File: config.mk
export PLATFORM = sky130hd
export DESIGN_NAME = turbo_iter_ctrl
export DESIGN_NICKNAME = d
export VERILOG_FILES = /design/src/rtl/turbo_iter_ctrl.sv
export SDC_FILE = /design/constraint.sdc
export NUM_CORES = 1
export LEC_CHECK = 0
export CORE_MARGIN = 2
export CORE_UTILIZATION = 40
export DETAILED_ROUTE_END_ITERATION = 8
export SLEW_MARGIN = 20
export SYNTH_ARGS = -nofsm -noshare
export SYNTH_HDL_FRONTEND = slang
export SYNTH_SLANG_ARGS = --single-unit
File: constraint.sdc
create_clock -name clk_i -period 8 [get_ports clk_i]
set_input_delay 1.6 -clock clk_i [delete_from_list [all_inputs] [get_ports clk_i]]
set_output_delay 1.6 -clock clk_i [all_outputs]
set_load 0.02 [all_outputs]
File: src/rtl/turbo_iter_ctrl.sv
`default_nettype none
// ============================================================================
// Module   : turbo_iter_ctrl
// Purpose  : Iteration controller for a 7-symbol turbo decoder. Time-shares
//            one SISO between the two constituent half-iterations, derives
//            extrinsic values, applies the pi(j) = 3j mod 7 interleaver and
//            emits 5 hard decisions after MAX_ITER full iterations.
// Revision : 1.0 - initial release
// ----------------------------------------------------------------------------
// Ports
//   clk_i, reset_n_i       : clock (rising edge), async active-low reset
//   start_i                : start request, sampled only while idle
//   sys_i/par1_i/par2_i    : 7 x 4-bit signed soft inputs, symbol k at MSB end
//   busy_o/done_o/err_o    : status; done_o/err_o are one-cycle pulses
//   bits_o                 : decisions, bits_o[4-k] for symbol k
//   iter_o                 : current iteration (0-based)
//   siso_read_en_o         : one-cycle load strobe to the SISO
//   siso_sys_o/enc_o/ext_o : operands presented to the SISO
//   siso_llr_i/finish_i    : SISO result and its completion pulse
// ============================================================================
module turbo_iter_ctrl #(
    parameter int   MAX_ITER = 4,
    parameter int   TIMEOUT  = 64,
    parameter int   EXT_W    = 12,
    localparam int  N_SYM    = 7
) (
    input  logic                   clk_i,
    input  logic                   reset_n_i,
    input  logic                   start_i,
    input  logic [4*N_SYM-1:0]     sys_i,
    input  logic [4*N_SYM-1:0]     par1_i,
    input  logic [4*N_SYM-1:0]     par2_i,
    output logic                   busy_o,
    output logic                   done_o,
    output logic                   err_o,
    output logic [4:0]             bits_o,
    output logic [3:0]             iter_o,
    output logic                   siso_read_en_o,
    output logic [4*N_SYM-1:0]     siso_sys_o,
    output logic [4*N_SYM-1:0]     siso_enc_o,
    output logic [EXT_W*N_SYM-1:0] siso_ext_o,
    input  logic [EXT_W*N_SYM-1:0] siso_llr_i,
    input  logic                   siso_finish_i
);

    localparam int c_cnt_w = $clog2(TIMEOUT + 1);
    localparam logic signed [EXT_W+1:0] c_sat_max = {3'b000, {(EXT_W-1){1'b1}}};
    localparam logic signed [EXT_W+1:0] c_sat_min = {3'b111, {(EXT_W-1){1'b0}}};

    typedef enum logic [3:0] {
        S_IDLE, S_H1_ISSUE, S_H1_WAIT, S_H1_EXT,
        S_H2_ISSUE, S_H2_WAIT, S_H2_EXT, S_DECIDE, S_ABORT
    } state_t;

    state_t r_state, w_state_next;

    logic [4*N_SYM-1:0]      r_sys, r_par1, r_par2;
    logic signed [EXT_W-1:0] r_ext_a [N_SYM];
    logic signed [EXT_W-1:0] r_ext_b [N_SYM];
    logic signed [EXT_W-1:0] r_llr   [N_SYM];
    logic [3:0]              r_iter;
    logic [c_cnt_w-1:0]      r_cnt;
    logic [4:0]              r_bits;
    logic [4:0]              w_bits;
    logic                    w_last;
    logic                    w_timeout;

    // Interleaver permutation and its inverse (3 * 5 = 15 = 1 mod 7).
    function automatic int f_pi(input int j);
        return (3 * j) % N_SYM;
    endfunction

    function automatic int f_pinv(input int k);
        return (5 * k) % N_SYM;
    endfunction

    function automatic logic signed [3:0] f_sym(input logic [4*N_SYM-1:0] bus, input int k);
        return bus[4*(N_SYM-k)-1 -: 4];
    endfunction

    // Extrinsic = sat(llr - sext(sys) - apriori), evaluated two bits wider
    // than the field so the worst-case difference cannot wrap.
    function automatic logic signed [EXT_W-1:0] f_ext(
        input logic signed [EXT_W-1:0] llr,
        input logic signed [3:0]       s,
        input logic signed [EXT_W-1:0] a
    );
        logic signed [EXT_W+1:0] d;
        d = {{2{llr[EXT_W-1]}}, llr} - {{(EXT_W-2){s[3]}}, s} - {{2{a[EXT_W-1]}}, a};
        if (d > c_sat_max)
            d = c_sat_max;
        else if (d < c_sat_min)
            d = c_sat_min;
        return d[EXT_W-1:0];
    endfunction

    assign w_last    = (r_iter == 4'(MAX_ITER - 1));
    // r_cnt is zero in the first wait cycle, so the abort state (err_o)
    // lands exactly TIMEOUT cycles after the read strobe.
    assign w_timeout = (r_cnt == c_cnt_w'(TIMEOUT - 2));

    // Decisions on the deinterleaved LLRs: L2[k] = LLR[pinv(k)]; zero decides 0.
    always_comb begin
        w_bits = '0;
        for (int k = 0; k < 5; k++)
            w_bits[4-k] = (r_llr[f_pinv(k)] > 0);
    end

    always_ff @(posedge clk_i or negedge reset_n_i) begin
        if (!reset_n_i)
            r_state <= S_IDLE;
        else
            r_state <= w_state_next;
    end

    always_comb begin
        w_state_next   = r_state;
        busy_o         = 1'b1;
        done_o         = 1'b0;
        err_o          = 1'b0;
        siso_read_en_o = 1'b0;
        case (r_state)
            S_IDLE: begin
                busy_o = 1'b0;
                if (start_i)
                    w_state_next = S_H1_ISSUE;
            end
            S_H1_ISSUE: begin
                siso_read_en_o = 1'b1;
                w_state_next   = S_H1_WAIT;
            end
            S_H1_WAIT: begin
                if (siso_finish_i)
                    w_state_next = S_H1_EXT;
                else if (w_timeout)
                    w_state_next = S_ABORT;
            end
            S_H1_EXT:   w_state_next = S_H2_ISSUE;
            S_H2_ISSUE: begin
                siso_read_en_o = 1'b1;
                w_state_next   = S_H2_WAIT;
            end
            S_H2_WAIT: begin
                if (siso_finish_i)
                    w_state_next = S_H2_EXT;
                else if (w_timeout)
                    w_state_next = S_ABORT;
            end
            S_H2_EXT:   w_state_next = w_last ? S_DECIDE : S_H1_ISSUE;
            S_DECIDE: begin
                busy_o       = 1'b0;
                done_o       = 1'b1;
                w_state_next = S_IDLE;
            end
            S_ABORT: begin
                busy_o       = 1'b0;
                err_o        = 1'b1;
                w_state_next = S_IDLE;
            end
            default: begin
                busy_o       = 1'b0;
                w_state_next = S_IDLE;
            end
        endcase
    end

    // SISO operand buses: held for the whole issue/wait window of each half.
    always_comb begin
        siso_sys_o = '0;
        siso_enc_o = '0;
        siso_ext_o = '0;
        if (r_state == S_H1_ISSUE || r_state == S_H1_WAIT) begin
            siso_sys_o = r_sys;
            siso_enc_o = r_par1;
            for (int k = 0; k < N_SYM; k++)
                siso_ext_o[EXT_W*(N_SYM-k)-1 -: EXT_W] = r_ext_a[k];
        end else if (r_state == S_H2_ISSUE || r_state == S_H2_WAIT) begin
            siso_enc_o = r_par2;    // already in interleaved order
            for (int j = 0; j < N_SYM; j++) begin
                siso_sys_o[4*(N_SYM-j)-1 -: 4]         = f_sym(r_sys, f_pi(j));
                siso_ext_o[EXT_W*(N_SYM-j)-1 -: EXT_W] = r_ext_b[f_pi(j)];
            end
        end
    end

    always_ff @(posedge clk_i or negedge reset_n_i) begin
        if (!reset_n_i) begin
            r_sys  <= '0;
            r_par1 <= '0;
            r_par2 <= '0;
            r_iter <= '0;
            r_cnt  <= '0;
            r_bits <= '0;
            for (int k = 0; k < N_SYM; k++) begin
                r_ext_a[k] <= '0;
                r_ext_b[k] <= '0;
                r_llr[k]   <= '0;
            end
        end else begin
            case (r_state)
                S_IDLE: begin
                    if (start_i) begin
                        r_sys  <= sys_i;
                        r_par1 <= par1_i;
                        r_par2 <= par2_i;
                        r_iter <= '0;
                        for (int k = 0; k < N_SYM; k++)
                            r_ext_a[k] <= '0;
                    end
                end
                S_H1_ISSUE, S_H2_ISSUE: r_cnt <= '0;
                S_H1_WAIT, S_H2_WAIT: begin
                    r_cnt <= r_cnt + c_cnt_w'(1);
                    if (siso_finish_i)
                        for (int k = 0; k < N_SYM; k++)
                            r_llr[k] <= siso_llr_i[EXT_W*(N_SYM-k)-1 -: EXT_W];
                end
                S_H1_EXT: begin
                    for (int k = 0; k < N_SYM; k++)
                        r_ext_b[k] <= f_ext(r_llr[k], f_sym(r_sys, k), r_ext_a[k]);
                end
                S_H2_EXT: begin
                    // LLRs arrive in interleaved order; writing to pi(j)
                    // deinterleaves the new a-priori values.
                    for (int j = 0; j < N_SYM; j++)
                        r_ext_a[f_pi(j)] <= f_ext(r_llr[j], f_sym(r_sys, f_pi(j)), r_ext_b[f_pi(j)]);
                    if (w_last)
                        r_bits <= w_bits;
                    else
                        r_iter <= r_iter + 4'd1;
                end
                default: ;
            endcase
        end
    end

    assign bits_o = r_bits;
    assign iter_o = r_iter;

endmodule
`default_nettype wire

# Word-level counts from Yosys, hierarchy flattened
# Index checks and enable logic that the tools add are counted.
dict set report totals {
  in_bits 172
  out_inout_bits 153
  register_bits 356
}
dict set report classes {
  addsub 29
  reduce_logical 13
  eq_ne 12
  magnitude_cmp 33
  n_mux 50
}
# operator count
set ops {}
lappend ops {{$mux 12} 28}
lappend ops {{$mux 84} 3}
lappend ops {{$gt 14x12->1 const B} 14}
lappend ops {{$lt 14x12->1 const B} 14}
lappend ops {{$sub 13x12->14} 14}
lappend ops {{$sub 12x4->13} 13}
lappend ops {{$pmux 84 s2} 1}
lappend ops {{$mux 28} 4}
lappend ops {{$gt 12x1->1 const B} 5}
lappend ops {{$pmux 4 s7} 1}
lappend ops {{$mux 4} 6}
lappend ops {{$eq 4x3->1 const B} 4}
lappend ops {{$pmux 7 s2} 1}
lappend ops {{$eq 4x2->1 const B} 3}
lappend ops {{$pmux 4 s2} 1}
lappend ops {{$reduce_and 2->1} 4}
lappend ops {{$add 7x1->7 const B} 1}
lappend ops {{$eq 7x6->1 const B} 1}
lappend ops {{$reduce_or 6->1} 1}
lappend ops {{$add 4x1->4 const B} 1}
lappend ops {{$eq 4x1->1 const B} 1}
lappend ops {{$eq 4x4->1 const B} 1}
lappend ops {{$logic_not 4->1} 1}
lappend ops {{$mux 1} 4}
lappend ops {{other kinds (6)} 10}

# Depth between registers and ports, before layout
dict set report depth {
  word_depth 6
  ltp_mapped 22
}

# Least setup slack after synthesis
# OpenSTA, ideal clock, no wires.
dict set report synth_timing {
  path_type {register to register}
  start {register r_llr[72] in the netlist's numbering}
  end {register r_ext_b[73] in the netlist's numbering}
  path_stages_with_launch 22
  period_less_slack_ns 4.068
  t_arrival_ns 4.003
  setup_slack_ns 3.932
  n_path_buf 2
  setup_ns 0.065
  cell_sequence {dfrtp_1 -> inv_1 -> ha_1 -> fa_1 -> nor2b_1 -> o21ai_0 -> nand2b_1 -> a21o_1 -> a21o_1 -> a311oi_1 -> o211ai_1 -> xor2_1 -> ha_1 -> and3_1 -> clkbuf_1 -> nor3_1 -> a211o_1 -> a211oi_1 -> o21ai_0 -> nand2_1 -> clkbuf_1 -> o221a_2}
}
dict set report synth_between {
  elab_chain_len 5
  elab_cells_between_ends 6
}
# item line
set synth_rtl {}
lappend synth_rtl {{start, declared} 60} ;# logic signed [EXT_W-1:0] r_llr [N_SYM];
lappend synth_rtl {{start signal, assigned by index} 216} ;# r_llr[k] <= siso_llr_i[EXT_W*(N_SYM-k)-1 -: EXT_W];
lappend synth_rtl {{$sub 12x4->13 (*)} 89} ;# d = {{2{llr[EXT_W-1]}}, llr} - {{(EXT_W-2){s[3]}}, s} - {{2{a[EXT_W-1]}}, a};
lappend synth_rtl {{$sub 13x12->14 (*)} 89}
lappend synth_rtl {{$lt 14x12->1} 92} ;# else if (d < c_sat_min)
lappend synth_rtl {{$mux 12} 92}
lappend synth_rtl {{$mux 12 (*)} 90} ;# if (d > c_sat_max)
lappend synth_rtl {{end signal, assigned by index} 220} ;# r_ext_b[k] <= f_ext(r_llr[k], f_sym(r_sys, k), r_ext_a[k]);
lappend synth_rtl {{end, declared} 59} ;# logic signed [EXT_W-1:0] r_ext_b [N_SYM];
# Mark *: on every way between the ends. The rest lies on a longest branch, timed or not.
# A chain may end at the register's enable or synchronous reset.

# Worst setup path after layout
dict set report layout_timing {
  start {register r_state[1]}
  end {output port siso_sys_o[0]}
}
dict set report layout_between {
  elab_chain_len 4
  elab_cells_between_ends 8
}
# item line
set layout_rtl {}
lappend layout_rtl {{start, declared} 55} ;# state_t r_state, w_state_next;
lappend layout_rtl {{start signal, assigned} 113} ;# r_state <= w_state_next;
lappend layout_rtl {{$eq 4x3->1} 177} ;# end else if (r_state == S_H2_ISSUE || r_state == S_H2_WAIT) begin
lappend layout_rtl {{$logic_or 1x1->1} 177}
lappend layout_rtl {{$mux 28} 177}
lappend layout_rtl {{$mux 28 (*)} 172} ;# if (r_state == S_H1_ISSUE || r_state == S_H1_WAIT) begin
lappend layout_rtl {{end, declared} 39} ;# output logic [4*N_SYM-1:0] siso_sys_o,
# Marks and branches as above.

==> results.toml <==
[synthesis]
syn_inst = 3019
ys_ff_latch = 356
yosysWarnings = 0
yosysTopAreaCellShare_pct = 31.3
synth_cell_type_count = 77
synthArstFlopShare_pct = 100
synth_common_cells = "356 x dfrtp_1, 353 x nand2_1, 267 x inv_1"
yosysTopAreaCell = "dfrtp_1"
synth_most_common_cell = "dfrtp_1"
netlist_top_cells_area = "dfrtp_1 31%, fa_1 10%, ha_1 9.7%, nand2_1 4.7%, a22o_1 4.5%"
synthFlopType = "dfrtp_1"
ys_seq_area_share_pct = 31.3
synth_area_sq_mm = 0.0285
synth_nets = 3559
synth-edff-count = 0
synth_area_per_cell_sq_um = 9.43

[timing]
fmax_ghz = 0.183
final_min_period_over_clock_period_pct = 68.1
worst_pin_slew_ns = 1.07
slew_violations = 0
finalHoldViolCount = 0
clock_skew_ns = 0.0209
relSlewSlack_pct = 28.6
layout_min_cycle_time_ns = 5.45
setup_viol_count_final = 0
fin_setup_tns_ns = 0
rsz0062_at_grt = "false"

[min_path]
hold_class = "flop to flop"
hold_depth = 2
hold_start = "r_par1[22]"

[worst_setup_path]
rr_startpoint = "r_sys[27]"
crit_path_top_delay_cell = "buf_4"
cp.arrival_ns = 3.85
required_ns = 6.40
end_kind = "primary output"
crit_cells = 5
r2r_slack_ns = 3.48
path_cells = "nand2b_1, a21boi_4, buf_4, a22o_1, clkdlybuf4s50_1"
cp_top_family = "buffers and inverters"
rr_worst_depth = 17
startpoint = "r_state[1]"
crit_path_start_kind = "flop"
path_class = "flop to primary output"
slowest_delay_ns = 0.76
critPathBufInv = 2
crit_fanout = 74

[clock_tree]
cts_buffers = 45
post_cts_buffers = 0
cts_resized = 0
clockRootBuffer = "clkbuf_16"
clock_path_buffers = 3
insertion_delay_ns = 0.58
clk_pin_slew_worst_paths_ns = 0.06
cts-htree-levels = 2
tritoncts = "yes"
hold_buffers = 0
cts.sinks = 356

[final_layout]
drive_gt1_share_pct = 7.40
nets = 3828
syn_to_final_growth_pct = 20.5
final_core_util_pct = 48.8

[place]
io_buffers = 324
place_congestion = 0.947
hpwlAfterDp_mm = 70.7

[drt]
drc_errors = 0
firstDrtPassIters = 5
ant_nets = 0
via_per_inst = 5.78
vias = 24657
drt_wl_total_mm = 94.5
wl_per_cell_um = 22.2
first_iter_violations = 1859

[global_route]
grt_pass1_vias = 24518
grt_pass1_wl_mm = 146
grt_overflow_total = 0
grt.total_usage_pct = 25.3
grt_max_degree = 110
antenna_found_initial = 4

[run_status]
status = "finished, final reports clean"

[floorplanning]
ios = 325
die_h_um = 271
die-area_sq_mm = 0.0733
core.rowCount = 97
fp.dieW_um = 271
core_area_sq_mm = 0.0703
initial_utilization_pct = 40.5

[job]
drv_cap = 0
per-layer routing:
| layer | share of wire, % | track usage (%) | wire length [um] | vias to the layer above |
|---|---|---|---|---|
| li1 | - | - | - | 11412 |
| met1 | 46 | 36.2 | 43400 | 12184 |
| met2 | 45 | 39.5 | 42200 | 908 |
| met3 | 6.6 | 3.88 | 6200 | 149 |
| met4 | 2.8 | 7.37 | 2640 | 4 |
| met5 | 0.024 | 0 | 23 | - |
layout make-up:
class	instances	area, sq um
Sequential cell	356	8910
Fill cell	6460	36000
Multi-Input combinational cell	2268	18100
Tap cell	940	1180
Antenna cell	1	2.50
Clock inverter	16	239
Inverter	267	1000
Timing Repair Buffer	350	3470
Clock buffer	67	1350
cell usage in the layout (no fill, tap or decap), types with 13 or more instances in the layout:
| master | Yosys | layout |
|---|---|---|
| mux2_2 | 86 | 86 |
| dfrtp_1 | 356 | 356 |
| or2_2 | 18 | 18 |
| o21ai_0 | 154 | 154 |
| nand2b_1 | 21 | 21 |
| and2_1 | 13 | 13 |
| or3_1 | 19 | 19 |
| a21o_1 | 54 | 54 |
| a22o_1 | 146 | 146 |
| ha_1 | 221 | 221 |
| a221o_1 | 68 | 68 |
| a31oi_1 | 27 | 27 |
| buf_4 | 0 | 24 |
| clkbuf_16 | 0 | 47 |
| clkdlybuf4s50_1 | 0 | 323 |
| o21a_1 | 26 | 26 |
| or4_1 | 14 | 14 |
| fa_1 | 147 | 147 |
| xor2_1 | 71 | 71 |
| a21oi_1 | 154 | 154 |
| a211oi_1 | 49 | 49 |
| nor2_1 | 136 | 133 |
| o311ai_0 | 17 | 17 |
| and3_1 | 15 | 14 |
| nand3_1 | 56 | 55 |
| a221oi_1 | 21 | 21 |
| nor3_1 | 54 | 52 |
| nor2b_1 | 23 | 23 |
| o211ai_1 | 32 | 32 |
| nor4_1 | 15 | 15 |
| nand2_1 | 353 | 351 |
| inv_1 | 267 | 267 |
| xnor2_1 | 94 | 94 |
registers in the layout (all words and copies together), names as in the netlist:
register and count:
r_ext_a 84, r_ext_b 84, r_llr 84, r_par1 28, r_par2 28, r_sys 28, r_cnt 7, bits_o 5
iter_o 4, r_state 4
cell families after synthesis:
| family | after synthesis | synth area share, % |
|---|---|---|
| compound gates | 881 | 22.6 |
| xor+xnor | 165 | 5.08 |
| fa+ha+maj | 368 | 20.1 |
| buf+inv | 395 | 5.28 |
| flops | 356 | 31.3 |
| mux | 91 | 3.58 |
| simple gates | 763 | 12.1 |
stage by stage:
stage / setup slack (ns) / area [sq um] / hold slack (ns) / instances
finish: 2.55 / 34300 / 0.476 / 4265
global route: 2.38 / 34300 / 0.489 / 4264
CTS: 2.51 / 34300 / 0.478 / 4264
detailed placement: 3.18 / 32700 / 0.464 / 4181
global placement: 3.18 / 32700 / 0.457 / 4181
floorplan: 3.93 / 28500 / 0.446 / 3019
worst reg2reg max path, stage by stage, from the launching register on:
cell      delay (ns)
dfrtp_1         0.35
inv_1           0.28
ha_1            0.33
o21ai_0         0.09
nand2b_1        0.11
a21o_1          0.18
a21o_1          0.19
a311oi_1        0.42
o211ai_1        0.20
xor2_1          0.27
ha_1            0.31
or2_2           0.32
a21oi_1         0.17
a21oi_1         0.07
xnor2_1         0.23
nor2_1          0.09
o21a_1          0.37
a221o_1         0.42
worst paths after layout:
kind | end
worst min register to register | r_par1[22]
max in group asynchronous | r_par1[26]
worst max-delay path | siso_sys_o[0]
worst max register to register | r_ext_a[72]
worst min-delay path | r_par1[22]
min in group asynchronous | r_ext_a[75]
Power is left out: the tool's default activity adds up to more than one toggle a clock period on the data nets, which glitch-free logic cannot reach.
